===== config.mk =====
export PLATFORM = sky130hd
export DESIGN_NAME = switch_allocator
export DESIGN_NICKNAME = d
export VERILOG_FILES = /design/src/rtl/router_pkg.sv /design/src/rtl/rr_arbiter.sv /design/src/rtl/switch_allocator.sv
export SDC_FILE = /design/constraint.sdc
export NUM_CORES = 1
export LEC_CHECK = 0
export ABC_AREA = 1
export CAP_MARGIN = 20
export CORE_UTILIZATION = 31
export CTS_CLUSTER_SIZE = 10
export DETAILED_ROUTE_END_ITERATION = 10
export GPL_TIMING_DRIVEN = 1
export RECOVER_POWER = 25
export SETUP_SLACK_MARGIN = 0.05
export SLEW_MARGIN = 5
export SYNTH_ARGS = -nofsm -noshare
export SYNTH_HDL_FRONTEND = slang
export SYNTH_HIERARCHICAL = 1
export SYNTH_SLANG_ARGS = --single-unit

===== constraint.sdc =====
create_clock -name clk -period 4.74 [get_ports clk]
set_clock_uncertainty 0.2 [all_clocks]
set_input_delay 0.711 -clock clk [delete_from_list [all_inputs] [get_ports clk]]
set_output_delay 0.711 -clock clk [all_outputs]
set_load 0.01 [all_outputs]

===== src/rtl/router_pkg.sv =====
// Shared router types: port count, route encoding and the output allocation state.
package router_pkg;
    localparam int NUM_PORTS         = 5;
    localparam int NUM_OF_PORTS_BITS = $clog2(NUM_PORTS);

    // Route MSB set marks "no valid destination".
    typedef logic [NUM_OF_PORTS_BITS-1:0] ROUTE_t;

    typedef enum logic {
        FREE   = 1'b0,
        LOCKED = 1'b1
    } ALLOC_STATE_t;
endpackage


===== src/rtl/rr_arbiter.sv =====
// Round-robin arbiter: one-hot grant to the first requester at or after ptr.
module rr_arbiter #(
    parameter int N  = 5,
    parameter int PW = 3
) (
    input  logic [N-1:0]  req,
    input  logic [PW-1:0] ptr,
    output logic [N-1:0]  gnt
);
    always_comb begin
        logic found;
        int   idx;
        gnt   = '0;
        found = 1'b0;
        idx   = 0;
        for (int k = 0; k < N; k++) begin
            idx = (int'(ptr) + k) % N;
            if (!found && req[idx]) begin
                gnt[idx] = 1'b1;
                found    = 1'b1;
            end
        end
    end
endmodule


===== src/rtl/switch_allocator.sv =====
// Wormhole switch allocator: per-output FREE/LOCKED lock with round-robin input selection.
module switch_allocator #(
    parameter int NUM_PORTS = router_pkg::NUM_PORTS,
    parameter int PW        = router_pkg::NUM_OF_PORTS_BITS
) (
    input  logic                          clk,
    input  logic                          reset_n,
    input  logic [NUM_PORTS-1:0]          i_switch_req,
    input  logic [NUM_PORTS-1:0][PW-1:0]  i_route,
    input  logic [NUM_PORTS-1:0]          i_packet_done,
    input  logic [NUM_PORTS-1:0]          i_out_ready,
    output logic [NUM_PORTS-1:0]          o_switch_ack,
    output logic [NUM_PORTS-1:0][PW-1:0]  o_xbar_sel,
    output logic [NUM_PORTS-1:0]          o_out_busy
);
    import router_pkg::*;

    ALLOC_STATE_t                        state [NUM_PORTS];
    logic [NUM_PORTS-1:0][PW-1:0]        owner;
    logic [NUM_PORTS-1:0][PW-1:0]        rr;
    logic [NUM_PORTS-1:0][NUM_PORTS-1:0] cand;
    logic [NUM_PORTS-1:0][NUM_PORTS-1:0] gnt;
    logic [NUM_PORTS-1:0][PW-1:0]        gnt_idx;
    logic [NUM_PORTS-1:0]                grant_en;
    logic [NUM_PORTS-1:0]                holds_lock;
    logic [NUM_PORTS-1:0]                ack_next;

    always_comb begin
        holds_lock = '0;
        for (int j = 0; j < NUM_PORTS; j++)
            if (state[j] == LOCKED) holds_lock[owner[j]] = 1'b1;
    end

    // cand[j][i]: input i is eligible for output j this cycle.
    always_comb begin
        cand = '0;
        for (int j = 0; j < NUM_PORTS; j++)
            for (int i = 0; i < NUM_PORTS; i++)
                cand[j][i] = i_switch_req[i] && !i_route[i][PW-1] &&
                             (int'(i_route[i]) < NUM_PORTS) &&
                             (int'(i_route[i]) == j) && !holds_lock[i];
    end

    always_comb begin
        gnt_idx  = '0;
        grant_en = '0;
        ack_next = '0;
        for (int j = 0; j < NUM_PORTS; j++) begin
            grant_en[j] = (state[j] == FREE) && i_out_ready[j] && (|gnt[j]);
            for (int i = 0; i < NUM_PORTS; i++)
                if (gnt[j][i]) begin
                    gnt_idx[j] = PW'(i);
                    if (grant_en[j]) ack_next[i] = 1'b1;
                end
        end
    end

    for (genvar j = 0; j < NUM_PORTS; j++) begin : g_out
        rr_arbiter #(.N(NUM_PORTS), .PW(PW)) u_arb (
            .req (cand[j]),
            .ptr (rr[j]),
            .gnt (gnt[j])
        );

        // Owner is cleared on release so it doubles as the registered crossbar select.
        always_ff @(posedge clk or negedge reset_n) begin
            if (!reset_n) begin
                state[j] <= FREE;
                owner[j] <= '0;
                rr[j]    <= '0;
            end else begin
                case (state[j])
                    FREE: if (grant_en[j]) begin
                        state[j] <= LOCKED;
                        owner[j] <= gnt_idx[j];
                        rr[j]    <= (int'(gnt_idx[j]) == NUM_PORTS-1) ? '0 : gnt_idx[j] + 1'b1;
                    end
                    LOCKED: if (i_packet_done[owner[j]]) begin
                        state[j] <= FREE;
                        owner[j] <= '0;
                    end
                    default: state[j] <= FREE;
                endcase
            end
        end

        assign o_out_busy[j] = (state[j] == LOCKED);
    end

    assign o_xbar_sel = owner;

    always_ff @(posedge clk or negedge reset_n) begin
        if (!reset_n) o_switch_ack <= '0;
        else          o_switch_ack <= ack_next;
    end
endmodule


==> results of run 1 <==
-- area by class of cell --
cell class	count	area (µm²)
clock inverter	2	10.01
sequential	40	1003
antenna	1	2.502
fill	4357	25190
timing repair buffer	116	1001
tap	525	656.9
inverter	351	1320
multi-input combinational	1842	10860
clock buffer	6	138.9
-- layer usage --
layer  vias to the layer above  track usage, %  wire length [µm]
li1                       7518               -                 -
met1                      6611           23.81             18480
met2                       324           30.80             17920
met3                        75           2.689              1992
met4                         2           7.037              1397
met5                         -               0                13
-- through the flow --
stage	instance area (µm²)	setup TNS [ns]
after floorplan	12800	0
after detailed placement	14250	-0.003280
after global routing	14990	-0.2330
final	15000	0
after CTS	14410	0
after global placement	14250	0
-- logic make-up after synthesis --
family | count (synthesis) | share of synthesized area [%]
other | 1 | 0.02937
xor gates and xnor gates | 18 | 1.235
adders and majority gates | 143 | 14.01
DFF | 40 | 7.839
AOI/OAI and AO/OA | 274 | 13.93
and+or+nand+nor | 1397 | 52.06
buffers and inverters | 365 | 10.89
-- cell usage after synthesis, types with 22 or more instances --
master | number | area, µm²
a21oi_1 | 47 | 235.2
dfrtp_1 | 40 | 1001
ha_1 | 143 | 1789
inv_1 | 298 | 1119
inv_2 | 45 | 168.9
nand2_1 | 628 | 2357
nand2_2 | 76 | 475.5
nand2_4 | 32 | 360.4
nand3_1 | 239 | 1196
nand3_2 | 22 | 220.2
nand4_1 | 92 | 575.6
nor2_1 | 220 | 825.8
nor3_1 | 26 | 130.1
o21ai_0 | 95 | 475.5
o21ai_1 | 36 | 180.2
-- worst max-delay path, delay by kind of cell (launching register included) --
family          cells  cell delay (ns)
fa+ha+maj           4             0.92
xor+xnor            1             0.21
buf+inv             4             0.35
simple gates       18             1.95
compound gates      2             0.31
flops               1             0.39
-- placed cells by master, fill, tap and decap left out, drive strengths merged, types with 3 or more instances in the layout --
cell type      instances
o211ai                12
nor4                  16
and2                   5
clkbuf                 8
clkinv                10
o21bai                 3
nand4                 92
nand3b                 9
nand2                737
o21ai                153
nor3                  26
xor2                  17
inv                  343
dfrtp                 40
ha                   143
clkdlybuf4s50         55
buf                   59
nand3                266
or2                    8
conb                   9
o22ai                 16
nor2                 238
a21boi                10
a21oi                 65
o21a                   8
o31ai                  4
-- flip-flops by register name, summed over array words and instances, names as in the netlist --
register	count
o_out_busy	5
o_switch_ack	5
o_xbar_sel	15
rr	15
-- path summary, 6_finish.rpt --
path / from / to / slack (ns) / cells past startpoint
worst max-delay path: rr[10] / o_switch_ack[2] / 0.31 / 29
worst min-delay path: reset_n / rr[1] / 0.38 / 1
worst max register to register: rr[10] / o_switch_ack[2] / 0.31 / 29
worst min register to register: o_xbar_sel[13] / o_xbar_sel[13] / 0.38 / 2
max in group asynchronous: reset_n / o_out_busy[3] / 2.14 / 2
min in group clk: o_xbar_sel[13] / o_xbar_sel[13] / 0.38 / 2
-- repair_timing --
| action | 4_1_cts | 5_1_grt |
|---|---|---|
| gates resized for setup | 3 | 113 |
| hold buffers | 0 | 0 |
| endpoints found under the setup margin | 4 | 40 |
| gates cloned | 0 | 1 |
| hold endpoints to repair | 0 | 0 |
| pin swaps | 0 | 25 |
| buffers inserted | 0 | 18 |
==> results.md, run 1 <==
- H-tree Lvls: 2
- Slew Viols, Final: 0
- Total track usage: 18.46%
- Ys Warns: 6
- CP Launch Type: flop
- DR pass1 iterations: 5
- Clock-pin slew of the registers on the worst-case setup and hold paths: 0.06 ns
- Port buffer count: 56
- Via density: 5.040
- Later-pin clock latency in the skew report: 0.29 ns
- Achievable frequency: around 0.23 GHz
- Status: complete, no violations
- Synthesized instance count: between 2000 and 2500
- Layout cell share with drive strength beyond 1: 17.27%
- Hold Path Class: in2async
- Post-Syn Area per Cell: 5.705 µm²
- Async SR Flop Fraction: 100.0%
- Starting Density: 31.77%
- Most frequent cell on the critical path: nand2_1
- Drt first-iter violations: 1029
- Vias in the first global route: 13420
- Crit Path Class: reg2reg
- Period utilization: 93.43%
- Synth Register Bits: 40
- CTS Sinks: 40
- Seq/Total Area, Yosys: 7.839%
- # nets final: 2531
- Largest net degree at the start of global routing: 41
- DRT antenna net count: 0
- Mapped cell area: 0.01277 mm²
- Core Util, Final: 37.32%
- CP max-delay cell: dfrtp_1
- GPL Wtd Cong: 0.9199
- Area Overhead vs Synth: 17.45%
- Post-synth EDFFs: 0
- Post-DP HPWL: 32.42 mm
- Slew HR: 6.835%
- Worst slew pin tran: roughly 1.4 ns
- Crit path largest cell delay: approximately 0.39 ns
- Post-layout minimum cycle time: 4.429 ns
- Worst hold slack: approximately 0.38 ns
- Max_cap viols: 0
- Total overflow reported by the global router: 0
- Wire length per cell: 13.80 µm
- Die span in x: 205.0 µm
- CTS tree: done
- Vias post-DR: 14530
- Num ports: 57
- Core area: between 0.04 and 0.05 mm²
- Num CTS Buffers: 5
- Placement Rows: 73
- Pre-CTS WS: -0.003280 ns
- Most used DFF post-synth: dfrtp_1
- WP data required: 4.72 ns
- Worst Slack Setup Final: 0.3113 ns
- RSZ-0062 raised after global routing: true
- CP Capture Type: flop
- Initial antenna violation count: 1
- DIE HEIGHT: 205.0 µm
- Wirelength, routed: slightly below 40 mm
- Bufs on Longest Clock Path: 2
- Arr. time, crit path: 4.41 ns
- Final hold violations: 0
- # setup viols final: 0
- Placed insts: 2854
- Final Non-Filler Cells: 2883
- Crit-path max FO: 7
- Distinct cells, synth: 48
- First-pass GRT wire length: 63.80 mm
- Die area: 0.04200 mm²
- Remaining DRCs: 0
- Clk root buf: clkbuf_16
Power of run 1 is left out: the tool's default activity adds up to more than one toggle a clock period on the data nets, which glitch-free logic cannot reach.
==> run 2, diff against run 1 <==
--- a/config.mk
+++ b/config.mk
@@ -8,7 +8,8 @@
 export ABC_AREA = 1
 export CAP_MARGIN = 20
 export CORE_UTILIZATION = 31
-export CTS_CLUSTER_SIZE = 10
+export CTS_BUF_LIST = sky130_fd_sc_hd__clkbuf_8 sky130_fd_sc_hd__clkbuf_16
+export CTS_CLUSTER_SIZE = 14
 export DETAILED_ROUTE_END_ITERATION = 10
 export GPL_TIMING_DRIVEN = 1
 export RECOVER_POWER = 25
==> results of run 2 <==
Final layout, timing and power as in run 1 (identical DEF).
Power of run 2 is left out for the same reason.
==> run 3, diff against run 2 <==
--- a/config.mk
+++ b/config.mk
@@ -7,11 +7,16 @@
 export LEC_CHECK = 0
 export ABC_AREA = 1
 export CAP_MARGIN = 20
+export CELL_PAD_IN_SITES_DETAIL_PLACEMENT = 0
+export CELL_PAD_IN_SITES_GLOBAL_PLACEMENT = 2
+export CORE_ASPECT_RATIO = 1.4
 export CORE_UTILIZATION = 31
 export CTS_BUF_LIST = sky130_fd_sc_hd__clkbuf_8 sky130_fd_sc_hd__clkbuf_16
 export CTS_CLUSTER_SIZE = 14
 export DETAILED_ROUTE_END_ITERATION = 10
+export DONT_BUFFER_PORTS = 1
 export GPL_TIMING_DRIVEN = 1
+export PLACE_DENSITY_LB_ADDON = 0.1
 export RECOVER_POWER = 25
 export SETUP_SLACK_MARGIN = 0.05
 export SLEW_MARGIN = 5
==> run 3 against run 2 <==
Effect of this change:
- wire length increased by 13%
- setup slack improved by 0.032 ns
- register-to-register slack improved by 0.03 ns
- clock-buffer cell count unchanged
- critical endpoint is now rr[7]
- utilization decreased by 1.0 points
- largest cell class unchanged
- cell count decreased by 0.69%
- design area decreased by 2.1%
- hold slack improved by 0.020 ns
- die area about the same
- critical path depth increased by 1
- the run now ends with max-capacitance violations, max-slew violations left
==> results.md, run 3 (same netlist as run 1, synthesis figures left out) <==
- Status: finished with violations
- Violated checks: max-capacitance violations, max-slew violations
- # nets final: 2502
- Num CTS Buffers: 5
- Most common cell after layout, fill and taps aside: nand2_1
- CP Launch Type: flop
- Num ports: 57
- Vias post-DR: 14320
- Arr. time, crit path: 4.41 ns
- Later-pin clock latency in the skew report: 0.30 ns
- Max_cap viols: 1
- Wire length per cell: ~16 µm
- Crit-path max FO: 10
- Remaining DRCs: 0
- # setup viols final: 0
- Port buffer count: 0
- Drt first-iter violations: 672
- Area Overhead vs Synth: 15.04%
- GPL Wtd Cong: between 0.8 and 0.9
- Die area: 0.04202 mm²
- CTS tree: done
- H-tree Lvls: 2
- DR pass1 iterations: 9
- Worst Hold Depth: 2
- DRT antenna net count: 0
- Total overflow reported by the global router: 0
- Worst Slack Setup Final: 0.3430 ns
- Layout cell share with drive strength beyond 1: 18.94%
- CTS Sinks: 40
- Worst hold slack: between 0.4 and 0.5 ns
- Core Util, Final: 36.27%
- Bufs on Longest Clock Path: 2
- Post-DP HPWL: about 38 mm
- Commonest cells after routing, fill and taps aside: 618 x nand2_1, 291 x inv_1, 218 x nand3_1
- Die span in x: between 150 and 200 µm
- Vias in the first global route: 13820
- Wirelength, routed: between 40 and 50 mm
- Setup_tns: 0 ns
- Crit path largest cell delay: 0.38 ns
- First-pass GRT wire length: 70.35 mm
- Via density: 5.000
- Post-layout minimum cycle time: 4.397 ns
- Initial antenna violation count: 1
- CP Capture Type: flop
- Hold Path Class: reg2reg
- Worst slew pin tran: 2.562 ns
- Worst Reg2Reg Path Length in Cells: 30
- Fill cell count: 4584
- Clk root buf: clkbuf_16
- Pre-CTS WS: 0.001669 ns
- Slew HR: -70.79%
- Final hold violations: 0
- Starting Density: a little under a third
- CP max-delay cell: dfrtp_1
- WP data required: 4.75 ns
- Slew Viols, Final: slightly above 40
- Crit path buffers/inverters: 9
- Total track usage: 20.96%
- Crit path depth: 30
- Clock-pin slew of the registers on the worst-case setup and hold paths: ~0.060 ns
- Crit path max-delay family: simple AND/OR/NAND/NOR gates
- Achievable frequency: 0.2274 GHz
- Crit Path Class: reg2reg
- DIE HEIGHT: between 200 and 250 µm
- Largest net degree at the start of global routing: 41
- Placement Rows: between 80 and 90
- Period utilization: 92.76%
- Core area: 0.04049 mm²
run 3: cell types whose count changed in the layout (fill, tap and decap cells not counted), sizes merged:
cell           before  now
clkdlybuf4s50      55    0
buf                59   87
clkinv             10    8
clkbuf              8    7
clkinvlp            0    1
inv               343  344
nand2             737  736
run 3: worst register-to-register path, delay by kind of cell (launching register included):
kind / cells / cell delay [ns]
AOI/OAI and AO/OA: 4 / 0.68
and+or+nand+nor: 12 / 1.28
xor gates and xnor gates: 1 / 0.09
buffers and inverters: 9 / 0.81
adders and majority gates: 4 / 0.86
DFF: 1 / 0.38
run 3: final timing paths:
kind,from,end,slack (ns)
max,rr[7],rr[7],0.34
min,rr[12],rr[12],0.40
max reg2reg,rr[7],rr[7],0.34
min reg2reg,rr[12],rr[12],0.40
max in group asynchronous,reset_n,rr[5],1.68
min in group asynchronous,reset_n,o_switch_ack[1],1.02
run 3: through the flow:
stage / instance area [µm²] / cells
CTS: 14120 / 2846
floorplan: 12800 / 2246
global placement: 13930 / 2837
detailed placement: 13930 / 2837
finish: 14690 / 2863
global route: 14690 / 2863
run 3: repair_timing:
item,4_1_cts,5_1_grt
setup buffers,0,16
resized for setup,4,122
endpoints found under the setup margin,4,40
hold endpoints to repair,40,0
hold buffers,1,0
pin swaps,0,29
run 3: area by class of cell:
cell class / count / area [µm²] / share of cell area [%]
Multi-Input combinational cell: 1841 / 10880 / 74.10
Inverter: 351 / 1323 / 9.003
Sequential cell: 40 / 1005 / 6.840
Tap cell: 534 / 668.1 / 4.549
Timing Repair Buffer: 88 / 656.9 / 4.472
Clock buffer: 6 / 138.9 / 0.9455
Clock inverter: 2 / 11.26 / 0.07666
Antenna cell: 1 / 2.502 / 0.01704
run 3: routing by layer:
metal | global-route usage, % | up-vias | part of all wire (%)
li1 | - | 7479 | -
met4 | 10.18 | 0 | 5.0
met3 | 2.150 | 78 | 3.3
met5 | 0 | - | 0
met2 | 40.66 | 224 | 52
met1 | 22.16 | 6534 | 40
Power of run 3 is left out for the same reason.
